===== src/rtl/cpu_pkg.sv =====
// rtl/cpu_pkg.sv - shared jump-control encodings and PC alignment helpers
package cpu_pkg;

    typedef logic [1:0] jc_t;

    localparam jc_t JC_SEQ = 2'b00;
    localparam jc_t JC_JAL = 2'b01;
    localparam jc_t JC_JR  = 2'b10;
    localparam jc_t JC_BR  = 2'b11;

    localparam int DEFAULT_INSTR_BYTES = 4;
    localparam int DEFAULT_LSB         = $clog2(DEFAULT_INSTR_BYTES);

    function automatic int instr_lsb(input int instr_bytes);
        return $clog2(instr_bytes);
    endfunction

endpackage


===== src/rtl/next_pc_unit_if.sv =====
// rtl/next_pc_unit_if.sv - fetch redirect bus between core control and the PC stage
interface next_pc_unit_if
    import cpu_pkg::*;
#(
    parameter int ADDR_W = 32
);
    logic              stall;
    jc_t               jump_ctrl;
    logic              branch_taken;
    logic [ADDR_W-1:0] jump_target;
    logic [ADDR_W-1:0] jr_target;
    logic [ADDR_W-1:0] branch_target;
    logic              exc_valid;
    logic [ADDR_W-1:0] exc_vector;
    logic [ADDR_W-1:0] pc;
    logic              redirect_pending;
    logic              redirect_taken;
    logic              misalign_fault;

    modport master (
        output stall, jump_ctrl, branch_taken, jump_target, jr_target,
               branch_target, exc_valid, exc_vector,
        input  pc, redirect_pending, redirect_taken, misalign_fault
    );

    modport slave (
        input  stall, jump_ctrl, branch_taken, jump_target, jr_target,
               branch_target, exc_valid, exc_vector,
        output pc, redirect_pending, redirect_taken, misalign_fault
    );
endinterface


===== src/rtl/next_pc_sel.sv =====
// rtl/next_pc_sel.sv - priority select of the live redirect target plus force-alignment
module next_pc_sel
    import cpu_pkg::*;
#(
    parameter int ADDR_W      = 32,
    parameter int INSTR_BYTES = 4
) (
    input  jc_t              i_jump_ctrl,
    input  logic             i_branch_taken,
    input  logic [ADDR_W-1:0] i_jump_target,
    input  logic [ADDR_W-1:0] i_jr_target,
    input  logic [ADDR_W-1:0] i_branch_target,
    input  logic             i_exc_valid,
    input  logic [ADDR_W-1:0] i_exc_vector,
    output logic             o_req_valid,
    output logic [ADDR_W-1:0] o_req_target,
    output logic             o_req_misaligned,
    output logic             o_req_is_exc
);
    // Low-bit mask is all zeros when INSTR_BYTES==1, so no fault can ever be raised there.
    localparam logic [ADDR_W-1:0] LOW_MASK = ADDR_W'(INSTR_BYTES - 1);

    logic [ADDR_W-1:0] w_raw;

    always_comb begin
        o_req_valid  = 1'b0;
        o_req_is_exc = 1'b0;
        w_raw        = '0;
        if (i_exc_valid) begin
            o_req_valid  = 1'b1;
            o_req_is_exc = 1'b1;
            w_raw        = i_exc_vector;
        end else if (i_jump_ctrl == JC_JAL) begin
            o_req_valid = 1'b1;
            w_raw       = i_jump_target;
        end else if (i_jump_ctrl == JC_JR) begin
            o_req_valid = 1'b1;
            w_raw       = i_jr_target;
        end else if (i_jump_ctrl == JC_BR && i_branch_taken) begin
            o_req_valid = 1'b1;
            w_raw       = i_branch_target;
        end
    end

    assign o_req_target     = w_raw & ~LOW_MASK;
    assign o_req_misaligned = o_req_valid && !o_req_is_exc && ((w_raw & LOW_MASK) != '0);

endmodule


===== src/rtl/next_pc_unit.sv =====
// rtl/next_pc_unit.sv - registered fetch PC with stall hold and a one-entry redirect buffer
module next_pc_unit
    import cpu_pkg::*;
#(
    parameter int              ADDR_W      = 32,
    parameter logic [ADDR_W-1:0] RESET_PC  = '0,
    parameter int              INSTR_BYTES = 4
) (
    input  logic            clk,
    input  logic            rst,
    next_pc_unit_if.slave   bus
);
    localparam logic [ADDR_W-1:0] PC_INC = ADDR_W'(INSTR_BYTES);

    logic              w_req_valid;
    logic [ADDR_W-1:0] w_req_target;
    logic              w_req_misaligned;
    logic              w_req_is_exc;

    logic [ADDR_W-1:0] r_pc;
    logic              r_pending_valid;
    logic [ADDR_W-1:0] r_pending_target;
    logic              r_redirect_taken;
    logic              r_misalign_fault;

    next_pc_sel #(
        .ADDR_W      (ADDR_W),
        .INSTR_BYTES (INSTR_BYTES)
    ) u_sel (
        .i_jump_ctrl      (bus.jump_ctrl),
        .i_branch_taken   (bus.branch_taken),
        .i_jump_target    (bus.jump_target),
        .i_jr_target      (bus.jr_target),
        .i_branch_target  (bus.branch_target),
        .i_exc_valid      (bus.exc_valid),
        .i_exc_vector     (bus.exc_vector),
        .o_req_valid      (w_req_valid),
        .o_req_target     (w_req_target),
        .o_req_misaligned (w_req_misaligned),
        .o_req_is_exc     (w_req_is_exc)
    );

    always_ff @(posedge clk or negedge rst) begin
        if (!rst) begin
            r_pc             <= RESET_PC;
            r_pending_valid  <= 1'b0;
            r_pending_target <= '0;
            r_redirect_taken <= 1'b0;
            r_misalign_fault <= 1'b0;
        end else begin
            r_redirect_taken <= 1'b0;
            r_misalign_fault <= 1'b0;
            if (!bus.stall) begin
                // A buffered redirect beats a same-cycle branch (wrong path), but never a trap.
                if (w_req_valid && w_req_is_exc) begin
                    r_pc             <= w_req_target;
                    r_pending_valid  <= 1'b0;
                    r_redirect_taken <= 1'b1;
                end else if (r_pending_valid) begin
                    r_pc             <= r_pending_target;
                    r_pending_valid  <= 1'b0;
                    r_redirect_taken <= 1'b1;
                end else if (w_req_valid) begin
                    r_pc             <= w_req_target;
                    r_redirect_taken <= 1'b1;
                    r_misalign_fault <= w_req_misaligned;
                end else begin
                    r_pc <= r_pc + PC_INC;
                end
            end else if (w_req_valid && (w_req_is_exc || !r_pending_valid)) begin
                r_pending_target <= w_req_target;
                r_pending_valid  <= 1'b1;
                r_misalign_fault <= w_req_misaligned;
            end
        end
    end

    assign bus.pc               = r_pc;
    assign bus.redirect_pending = r_pending_valid;
    assign bus.redirect_taken   = r_redirect_taken;
    assign bus.misalign_fault   = r_misalign_fault;

endmodule


===== src/flat_wrapper.sv =====
// flat-port wrapper written by rule: the top's interface ports become plain ports
module next_pc_unit_flat import cpu_pkg::*;
#(
    parameter int              ADDR_W      = 32,
    parameter logic [ADDR_W-1:0] RESET_PC  = '0,
    parameter int              INSTR_BYTES = 4
)
  (clk, rst, bus_stall, bus_jump_ctrl, bus_branch_taken, bus_jump_target, bus_jr_target, bus_branch_target, bus_exc_valid, bus_exc_vector, bus_pc, bus_redirect_pending, bus_redirect_taken, bus_misalign_fault);
  next_pc_unit_if #(.ADDR_W(ADDR_W)) bus_i ();
  input  logic clk;
  input  logic rst;
  input wire logic [$bits(bus_i.stall)-1:0] bus_stall;
  input wire logic [$bits(bus_i.jump_ctrl)-1:0] bus_jump_ctrl;
  input wire logic [$bits(bus_i.branch_taken)-1:0] bus_branch_taken;
  input wire logic [$bits(bus_i.jump_target)-1:0] bus_jump_target;
  input wire logic [$bits(bus_i.jr_target)-1:0] bus_jr_target;
  input wire logic [$bits(bus_i.branch_target)-1:0] bus_branch_target;
  input wire logic [$bits(bus_i.exc_valid)-1:0] bus_exc_valid;
  input wire logic [$bits(bus_i.exc_vector)-1:0] bus_exc_vector;
  output wire logic [$bits(bus_i.pc)-1:0] bus_pc;
  output wire logic [$bits(bus_i.redirect_pending)-1:0] bus_redirect_pending;
  output wire logic [$bits(bus_i.redirect_taken)-1:0] bus_redirect_taken;
  output wire logic [$bits(bus_i.misalign_fault)-1:0] bus_misalign_fault;
  assign bus_i.stall = bus_stall;
  assign bus_i.jump_ctrl = bus_jump_ctrl;
  assign bus_i.branch_taken = bus_branch_taken;
  assign bus_i.jump_target = bus_jump_target;
  assign bus_i.jr_target = bus_jr_target;
  assign bus_i.branch_target = bus_branch_target;
  assign bus_i.exc_valid = bus_exc_valid;
  assign bus_i.exc_vector = bus_exc_vector;
  assign bus_pc = bus_i.pc;
  assign bus_redirect_pending = bus_i.redirect_pending;
  assign bus_redirect_taken = bus_i.redirect_taken;
  assign bus_misalign_fault = bus_i.misalign_fault;
  next_pc_unit #(.ADDR_W(ADDR_W), .RESET_PC(RESET_PC), .INSTR_BYTES(INSTR_BYTES)) u_core (.clk(clk), .rst(rst), .bus(bus_i));
endmodule

===== config.mk =====
export PLATFORM = sky130hd
export DESIGN_NAME = next_pc_unit_flat
export DESIGN_NICKNAME = d
export VERILOG_FILES = /design/src/rtl/cpu_pkg.sv /design/src/rtl/next_pc_unit_if.sv /design/src/rtl/next_pc_sel.sv /design/src/rtl/next_pc_unit.sv /design/src/flat_wrapper.sv
export SDC_FILE = /design/constraint.sdc
export NUM_CORES = 1
export LEC_CHECK = 0
export ABC_AREA = 0
export BUFFER_PORTS_ARGS = -buffer_cell sky130_fd_sc_hd__buf_2
export CAP_MARGIN = 40
export CELL_PAD_IN_SITES_DETAIL_PLACEMENT = 1
export CELL_PAD_IN_SITES_GLOBAL_PLACEMENT = 1
export CORE_UTILIZATION = 36
export DETAILED_ROUTE_END_ITERATION = 10
export PLACE_DENSITY = 0.88
export SLEW_MARGIN = 10
export SYNTH_ARGS = -nofsm -noshare
export SYNTH_HDL_FRONTEND = slang
export SYNTH_SLANG_ARGS = --single-unit

===== constraint.sdc =====
create_clock -name clk -period 2.5 [get_ports clk]
set_input_delay 0.25 -clock clk [delete_from_list [all_inputs] [get_ports clk]]
set_output_delay 0.25 -clock clk [all_outputs]
set_load 0.005 [all_outputs]

==> impl_metrics.py <==
metrics = {
    "clocking": {
        "cts_buffers": 9,
        "clock_path_buffers": 2,
        "insertion_delay_ns": 0.34,
        "cts.repair.resized": 0,
        "clk_pin_slew_ns": 0.05,
        "post-cts-setup-buffers": 0,
        "cts_hold_buf": 1,
        "clock-sinks": 63,
        "cts_root_buffer": "clkbuf_16",
        "htreeDepth": 3,
        "cts_tree": "built",
    },
    "final_layout": {
        "area_delta_synth_final_pct": 28.4,
        "fillers": 1625,
        "antennaDiodeCount": 0,
        "layout_common_cells": "buf_2, nand2_1, dfrtp_1",
        "drive_gt1_frac": 0.290,
        "utilization": 0.478,
        "final_common_cell": "buf_2",
        "finalNetCount": 894,
        "layout.cells.non_filler": 935,
    },
    "timing": {
        "finalSetupViolations": 0,
        "hold_viol_final": 0,
        "period_minus_slack_ns": 2.22,
        "fin_worst_skew_ns": 0.00619,
        "fmax_mhz": 451,
        "setup_tns_ns": 0,
        "relSlewSlack": 0.434,
        "report.final.slew_viol_count": 0,
        "tightest_slew_ns": 0.849,
        "fin_crit_sh": 0.886,
        "grt_setup_unrepaired": "false",
    },
    "hold_path": {
        "min_path_type": "input port to flop",
    },
    "die": {
        "die_y_um": 117,
        "ioPinCount": 170,
        "dieArea_sq_um": 13700,
        "start_util": 0.372,
        "rows": 41,
        "core_sq_um": 12800,
        "die_x_um": 117,
    },
    "route": {
        "drt_iter0_markers": 316,
        "vias_per_cell": 6.03,
        "ant_nets": 0,
        "drc": 0,
        "vias": 5641,
        "routed_wl_um": 19500,
        "dr.pass1.iters": 5,
        "wl_per_cell_um": 20.9,
    },
    "synthesis": {
        "syn_area_per_cell_sq_um": 7.89,
        "synth_seq_cells": 63,
        "ys.flop_type": "dfrtp_1",
        "synth_cell_types": 71,
        "ys_seq_area_frac": 0.331,
        "syn_area_sq_um": 4760,
        "yosys_warnings": 0,
        "async_flop_share": 1.00,
        "synth_edf_count": 0,
        "syn_inst": 603,
    },
    "global_routing": {
        "grt_pass1_vias": 5769,
        "grt_max_degree": 41,
        "track_usage": 0.294,
        "grt_pass1_wl_um": 30200,
        "grt-ovfl-total": 0,
        "grt_antenna_before_repair": 0,
    },
    "critical_path": {
        "cp-start-kind": "flop",
        "path_max_fanout": 13,
        "crit_path_end_kind": "flop",
        "critical_path_arrival_ns": 2.45,
        "cp_cell_sequence": "ha_1 > and4_4 > nor4b_4 > buf_4 > nand3_1 > xor2_1 > a211oi_1",
        "worstPathRequired_ns": 2.74,
        "slowest_stage": "dfrtp_1",
        "crit_type": "flop to flop",
        "cpPeakStageDelay_ns": 0.48,
    },
    "status": {
        "outcome": "finished clean",
    },
    "power_and_ir_drop": {
        "p_per_area_nw_per_um2": 599,
        "vdd_drop_max_uv": 270,
        "p_leak_nw": 2.77,
    },
    "place": {
        "place.gp.congestion": 0.893,
        "numPortBuffers": 165,
        "hpwl_um": 14600,
        "placed_cells": 918,
    },
    "flow_run": {
        "cap_violations": 0,
    },
}
## synth_stat cells (5+ instances only)
cell	instances	area, sq um
dfrtp_1	63	1580
o21ai_1	29	145
a221oi_1	11	96.3
a311o_1	5	50.1
a21oi_1	49	245
nor2_1	41	154
a31oi_1	9	56.3
nor3_1	16	80.1
clkbuf_1	21	78.8
nand2_1	74	278
mux2_1	5	56.3
xnor2_1	8	70.1
inv_1	13	48.8
a211oi_1	11	82.6
mux2i_1	5	50.1
xor2_1	7	61.3
nor2b_1	14	87.6
a221o_1	5	50.1
o21ai_0	35	175
buf_1	6	22.5
nand2b_1	12	75.1
o31ai_1	9	67.6
nand3_1	31	155
nand4_1	9	56.3
and3_1	12	75.1
buf_2	17	85.1
o22ai_1	7	43.8
## worst paths after layout
path	start	end	slack, ns	cells after the start
setup / recovery	u_core.bus.pc[2]	u_core.bus.pc[18]	0.28	7
hold / removal	bus_exc_vector[27]	u_core.r_pending_target[27]	0.22	3
setup reg to reg	u_core.bus.pc[2]	u_core.bus.pc[18]	0.28	7
hold reg to reg	u_core.r_pending_target[24]	u_core.r_pending_target[24]	0.48	1
max in group asynchronous	rst	u_core.bus.pc[5]	1.28	3
min in group asynchronous	rst	u_core.bus.pc[31]	0.46	2
## cell families (layout without fill, tap and decap cells)
logic type,count (synthesis),count (layout),share of synthesized area
and+or+nand+nor,245,245,0.275
AOI/OAI and AO/OA,205,205,0.278
DFF,63,63,0.331
buffers and inverters,63,222,0.0621
xor gates and xnor gates,15,15,0.0276
muxes,10,10,0.0224
adders and majority gates,1,1,0.00263
other,1,2,0.000789
## worst max-delay path, delay by kind of cell, from the launching register on
| family | cells | cell delay (ns) |
|---|---|---|
| and+or+nand+nor | 3 | 0.64 |
| xor gates and xnor gates | 1 | 0.18 |
| AOI/OAI and AO/OA | 1 | 0.25 |
| buffers and inverters | 1 | 0.26 |
| adders and majority gates | 1 | 0.29 |
| DFF | 1 | 0.48 |
## metal layers
layer	wire, um	GRT usage	share of wire	vias to the layer above
met5	0	0	0	-
met4	593	0.132	0.030	0
met3	1350	0.0484	0.069	54
met2	9380	0.490	0.48	279
met1	8220	0.374	0.42	2774
li1	-	-	-	2534
## power by group
part	switching, mW	leakage [nW]	internal [mW]
sequential	0.199	0.765	1.18
clock	0.470	0.160	0.927
combinational	0.500	1.84	0.384
## registers in the layout, summed over array words and instances (netlist names)
signal,count
u_core.bus.redirect_taken,1
u_core.bus.redirect_pending,1
u_core.bus.pc,30
u_core.r_pending_target,30
u_core.bus.misalign_fault,1
## area by class of cell
cell class / count / area, sq um / share of cell area
Multi-Input combinational cell: 478 / 2890 / 0.473
Sequential cell: 63 / 1580 / 0.258
Timing Repair Buffer: 193 / 1050 / 0.172
Clock buffer: 13 / 260 / 0.0426
Tap cell: 172 / 215 / 0.0353
Clock inverter: 3 / 65.1 / 0.0107
Inverter: 13 / 48.8 / 0.00799
## per-stage QoR
step / cell area, sq um / worst slack, ns / hold slack, ns / total power [mW]
floorplan: 4760 / 0.668 / -0.0456 / 1.82
global placement: 5770 / 0.423 / 0.263 / 2.18
detailed placement: 5770 / 0.313 / 0.275 / 2.25
CTS: 6100 / 0.305 / 0.215 / 3.65
global route: 6100 / 0.202 / 0.243 / 3.80
finish: 6100 / 0.285 / 0.215 / 3.66
Note: power is estimated with default switching activity, not from simulation.
